File: config.mk
export PLATFORM = sky130hd
export DESIGN_NAME = sm83_bus_seq
export DESIGN_NICKNAME = d
export VERILOG_FILES = /design/src/rtl/sm83_bus_pkg.sv /design/src/rtl/sm83_bus_decode.sv /design/src/rtl/sm83_bus_seq.sv
export SDC_FILE = /design/constraint.sdc
export NUM_CORES = 1
export LEC_CHECK = 0
export ABC_AREA = 1
export CAP_MARGIN = 20
export CORE_AREA = 2 2 72 74
export CTS_CLUSTER_DIAMETER = 100
export DETAILED_ROUTE_END_ITERATION = 10
export DIE_AREA = 0 0 74 76
export GPL_TIMING_DRIVEN = 0
export PLACE_DENSITY = 0.78
export REMOVE_ABC_BUFFERS = 1
export SYNTH_ARGS = -nofsm -noshare
export SYNTH_HDL_FRONTEND = slang
export SYNTH_SLANG_ARGS = --single-unit
File: constraint.sdc
create_clock -name clk -period 1.9 [get_ports clk]
set_input_delay 0.38 -clock clk [delete_from_list [all_inputs] [get_ports clk]]
set_output_delay 0.38 -clock clk [all_outputs]
set_load 0.05 [all_outputs]
File: src/rtl/sm83_bus_pkg.sv
// +----------------------------------------------------------------------+
// | sm83_bus_pkg : shared types and default decode bounds for the SM83   |
// |                memory-bus sequencer and its address decoder.         |
// | Rev 1.0                                                              |
// +----------------------------------------------------------------------+
`default_nettype none

package sm83_bus_pkg;

  typedef enum logic [1:0] {
    T1 = 2'd0,
    T2 = 2'd1,
    T3 = 2'd2,
    T4 = 2'd3
  } t_phase_t;

  typedef enum logic [1:0] {
    ROM = 2'd0,
    CS  = 2'd1,
    INT = 2'd2
  } bus_region_t;

  localparam logic [15:0] HI_BASE_DEF = 16'hFE00;
  localparam logic [15:0] CS_LO_DEF   = 16'hA000;

endpackage

`default_nettype wire

File: src/rtl/sm83_bus_decode.sv
// +----------------------------------------------------------------------+
// | sm83_bus_decode : combinational address to bus-region decode.        |
// | Rev 1.0                                                              |
// +----------------------------------------------------------------------+
`default_nettype none

module sm83_bus_decode
  import sm83_bus_pkg::*;
#(
  parameter logic [15:0] HI_BASE = HI_BASE_DEF,
  parameter logic [15:0] CS_LO   = CS_LO_DEF
) (
  input  logic [15:0] addr,
  output bus_region_t region
);

  always_comb begin
    region = ROM;
    if (addr >= HI_BASE) begin
      region = INT;
    end else if (addr >= CS_LO) begin
      region = CS;
    end
  end

endmodule

`default_nettype wire

File: src/rtl/sm83_bus_seq.sv
// +----------------------------------------------------------------------+
// | sm83_bus_seq : 4-T-state M-cycle bus sequencer with high-page        |
// |                routing to the internal bus.                          |
// | Rev 1.0                                                              |
// +----------------------------------------------------------------------+
`default_nettype none

module sm83_bus_seq
  import sm83_bus_pkg::*;
#(
  parameter logic [15:0] HI_BASE = HI_BASE_DEF,
  parameter logic [15:0] CS_LO   = CS_LO_DEF
) (
  input  logic        clk,
  input  logic        reset,
  input  logic [15:0] apin,
  input  logic        mem_rd,
  input  logic        mem_wr,
  input  logic [7:0]  dout,
  input  logic        stall,
  input  logic [7:0]  d_pin_in,
  input  logic [7:0]  int_din,
  output logic [1:0]  t_phase,
  output logic [15:0] a_pin,
  output logic        rd_n,
  output logic        wr_n,
  output logic        cs_n,
  output logic [7:0]  d_pin_out,
  output logic        d_oe,
  output logic        int_sel,
  output logic        int_wr,
  output logic [7:0]  din,
  output logic        rd_done
);

  localparam logic [1:0] c_PH_T1 = 2'd0;
  localparam logic [1:0] c_PH_T2 = 2'd1;
  localparam logic [1:0] c_PH_T3 = 2'd2;
  localparam logic [1:0] c_PH_T4 = 2'd3;

  bus_region_t w_region;
  logic        w_req;
  logic        w_rd;
  logic        w_int;
  logic        w_cs;

  logic        r_active;
  logic        r_write;
  logic        r_int;

  sm83_bus_decode #(
    .HI_BASE (HI_BASE),
    .CS_LO   (CS_LO)
  ) u_decode (
    .addr   (apin),
    .region (w_region)
  );

  // Write has priority; a simultaneous read request is discarded.
  assign w_req = mem_rd | mem_wr;
  assign w_rd  = mem_rd & ~mem_wr;
  assign w_int = (w_region == INT);
  assign w_cs  = (w_region == CS);

  always_ff @(posedge clk or negedge reset) begin
    if (!reset) begin
      t_phase   <= c_PH_T1;
      a_pin     <= 16'h0000;
      rd_n      <= 1'b1;
      wr_n      <= 1'b1;
      cs_n      <= 1'b1;
      d_pin_out <= 8'h00;
      d_oe      <= 1'b0;
      int_sel   <= 1'b0;
      int_wr    <= 1'b0;
      din       <= 8'h00;
      rd_done   <= 1'b0;
      r_active  <= 1'b0;
      r_write   <= 1'b0;
      r_int     <= 1'b0;
    end else if (stall) begin
      // rd_done is a strict single-clock pulse, so it alone is not held.
      rd_done <= 1'b0;
    end else begin
      rd_done <= 1'b0;
      case (t_phase)
        c_PH_T4: begin
          t_phase <= c_PH_T1;
          if (r_active && !r_write) begin
            din     <= r_int ? int_din : d_pin_in;
            rd_done <= 1'b1;
          end
          r_active <= w_req;
          r_write  <= mem_wr;
          r_int    <= w_int;
          int_sel  <= w_req & w_int;
          rd_n     <= ~(w_rd & ~w_int);
          cs_n     <= ~(w_req & w_cs);
          wr_n     <= 1'b1;
          d_oe     <= 1'b0;
          int_wr   <= 1'b0;
          if (w_req && !w_int) begin
            a_pin <= apin;
          end
          if (mem_wr && !w_int) begin
            d_pin_out <= dout;
          end
        end
        c_PH_T1: begin
          t_phase <= c_PH_T2;
          if (r_active && r_write) begin
            if (r_int) begin
              int_wr <= 1'b1;
            end else begin
              wr_n <= 1'b0;
              d_oe <= 1'b1;
            end
          end
        end
        c_PH_T2: begin
          t_phase <= c_PH_T3;
        end
        default: begin
          // Entering T4: write strobes end, d_oe holds through T4.
          t_phase <= c_PH_T4;
          wr_n    <= 1'b1;
          int_wr  <= 1'b0;
        end
      endcase
    end
  end

endmodule

`default_nettype wire

==> impl_metrics.csv <==
group,metric,value,unit
global_route,grt_first_pass_wirelength,7570,um
power_and_ir_drop,clockPowerShare,0.149,
die,pin_count,86,
timing,max_freq,538,MHz
die,rows,26,
power_and_ir_drop,switchingPower,2500,uW
final_layout,layoutNonFillerInstCount,393,
worst_setup_path,setup.worst_path.end_class,"primary output",
global_route,grt_overflow,0,
power_and_ir_drop,switching_share,0.476,
synthesis,synth_area_leaders,"dfrtp_1 (52%), nand2_1 (16%), nand3_1 (6.6%)",
placement,portBuffers,85,
placement,finalWeightedCongestion,0.753,
power_and_ir_drop,p_int,2750,uW
worst_setup_path,setup.worst_path.class,"flop to primary output",
clock_tree,cts_tree,"done",
global_route,antenna_found_initial,0,
timing,post-route-period-util,0.978,
drt,ant_nets,0,
worst_setup_path,start_kind,"flop",
clock_tree,clock_path_buffers,2,
clock_tree,clkLatencyLatePin,0.29,ns
worst_setup_path,path_delay_family,"buffers and inverters",
drt,drtIter0Drc,75,
flow_run,cap_violations,0,
worst_setup_path,worst_path_max_delay_cell,"clkdlybuf4s50_1",
drt,vias_per_cell,4.52,
synthesis,synth-seq-area-share,0.559,
timing,relSlewSlack,0.618,
synthesis,ys_types,21,
final_layout,drive_gt1_frac,0.0805,
timing,setup_viol,0,
synthesis,synth.most_common_cell,"nand2_1",
run_status,status,"finished clean",
drt,dr.pass1.iters,4,
synthesis,yosys_warnings,0,
timing,worst_pin_slew,0.574,ns
synthesis,synth_top_area_share,0.519,
worst_setup_path,worst-path-buf-inv,1,
clock_tree,cts.clk_slew.worst_paths,0.09,ns
timing,fin_setup_tns,0,ns
worst_setup_path,worstSetupStartpoint,"int_sel",
placement,post-place-cells,380,
timing,finalHoldViolations,0,
die,die-width,74,um
worst_setup_path,crit_chain,"clkdlybuf4s50_1",
final_layout,nFillCells,444,
die,die-area,0.00562,mm^2
timing,drv_slew,0,
clock_tree,cts_inserted_buffers,5,
power_and_ir_drop,comb_power_share,0.549,
synthesis,syn_area,0.00198,mm^2
synthesis,synth_cells,233,
synthesis,synth_top_flop_cell,"dfrtp_1",
power_and_ir_drop,ir_drop,0.843,mV
clock_tree,cts_root_buffer,"clkbuf_8",
global_route,grt_max_degree,30,
worst_setup_path,cp.required,1.52,ns
worst_hold_path,hold_class,"primary input to async pin",
drt,drc,0,
synthesis,synth_edf_count,0,
synthesis,async_flop_share,1.00,
final_layout,antenna_cells,0,
final_layout,multi_input_area,731,um^2
worst_setup_path,reg2reg_from,"t_phase[1]",
synthesis,ys_ff_latch,44,
final_layout,register_area,0.00110,mm^2
global_route,grt_pass1_vias,1703,
final_layout,synthToLayoutAreaGrowth,55.1,%
synthesis,postSynthAreaPerCell,8.48,um^2
drt,num_vias,1777,
die,core-area,0.00491,mm^2
timing,min_period,1.86,ns
worst_setup_path,cp_slowest_stage_delay,0.83,ns
drt,wl_per_cell,11.8,um
timing,clock_skew,0.00869,ns
clock_tree,h-tree-depth,2,
clock_tree,postCtsHoldBufs,0,
synthesis,yosys.area.top_type,"dfrtp_1",
power_and_ir_drop,p_leak,0.00153,uW
power_and_ir_drop,power.density,1710,mW/mm^2
worst_setup_path,critPathMaxFanout,2,
power_and_ir_drop,power_frac_seq,0.302,
placement,hpwl,3260,um
drt,routed_wl,4650,um
final_layout,layout.nets,371,
clock_tree,clock_sinks,44,
worst_setup_path,crit_arrival,1.48,ns
die,die_h,76,um
die,initial_utilization,0.402,
synthesis,synth_common_cells,"nand2_1 (82), dfrtp_1 (41), nand3_1 (26)",
global_route,track_usage,0.170,
==> routing by layer <==
layer | share of wire | track usage
met2 | 0.48 | 0.277
met5 | 0 | 0
met3 | 0.058 | 0.0489
met1 | 0.46 | 0.224
met4 | 0.0090 | 0.0382
==> cell usage in the layout, fill, tap and decap left out, types with 2 or more instances in the layout <==
master,count
nand2_1,81
a21oi_1,2
clkdlybuf4s50_1,73
nand2_2,2
nor2_1,7
ha_1,4
buf_4,5
o21ai_0,24
inv_1,25
dfrtp_1,41
dlymetal6s2s_1,6
dfstp_2,3
dlygate4sd2_1,5
nand3_1,26
clkbuf_8,7
nor2_4,2
==> final timing paths <==
| kind | end | slack (ns) | cells after the start |
|---|---|---|---|
| max reg2reg | a_pin[9] | 0.29 | 6 |
| min in group clk | a_pin[4] | 0.47 | 2 |
| max in group asynchronous | d_pin_out[0] | 1.32 | 2 |
| min | din[7] | 0.07 | 1 |
| max | int_sel | 0.04 | 1 |
| min reg2reg | a_pin[4] | 0.47 | 2 |
==> state kept, by name (all words and copies together), names as in the netlist, 2 cells and up <==
| register | cells |
|---|---|
| din | 8 |
| d_pin_out | 8 |
| t_phase | 2 |
| a_pin | 16 |
==> timing repair <==
action,CTS,global route
gates resized for setup,7,7
pin swaps,0,1
setup buffers,0,5
setup endpoints to repair,29,22
==> logic make-up (layout without fill, tap and decap cells) <==
| family | count (synthesis) | in the layout | synth area share |
|---|---|---|---|
| buf+inv | 35 | 125 | 0.0778 |
| fa+ha+maj | 4 | 4 | 0.0253 |
| simple gates | 121 | 121 | 0.261 |
| compound gates | 29 | 29 | 0.0772 |
| flops | 44 | 44 | 0.559 |
==> power by group through the flow <==
| stage | Sequential, uW | Combinational, uW | Clock [uW] |
|---|---|---|---|
| 5_1_grt | 1650 | 3060 | 836 |
| 2_1_floorplan | 2950 | 527 | 0 |
| 3_5_place_dp | 1610 | 2910 | 0 |
| 3_3_place_gp | 1600 | 2860 | 0 |
| 4_1_cts | 1590 | 2880 | 797 |
| 6_report | 1590 | 2880 | 783 |
==> per-stage QoR <==
step / utilization / power (uW) / area, um^2 / hold WS [ns] / setup slack, ns
after detailed placement: 0.587 / 4520 / 2880 / 0.407 / -0.611
after global routing: 0.624 / 5540 / 3070 / 0.105 / -0.00824
after CTS: 0.613 / 5270 / 3010 / 0.0858 / -0.00930
after global placement: 0.582 / 4460 / 2860 / 0.453 / -0.725
after floorplan: - / 3470 / 1920 / 0.0844 / -0.141
final: 0.624 / 5250 / 3070 / 0.0746 / 0.0409
==> cell type report <==
class | instances | share of cell area
clock inverter | 1 | 0.00979
tap | 70 | 0.0286
multi-input combinational | 154 | 0.238
clock buffer | 7 | 0.0314
inverter | 26 | 0.0318
timing repair buffer | 91 | 0.300
sequential | 44 | 0.360
Power figures use the tool's default switching activity.
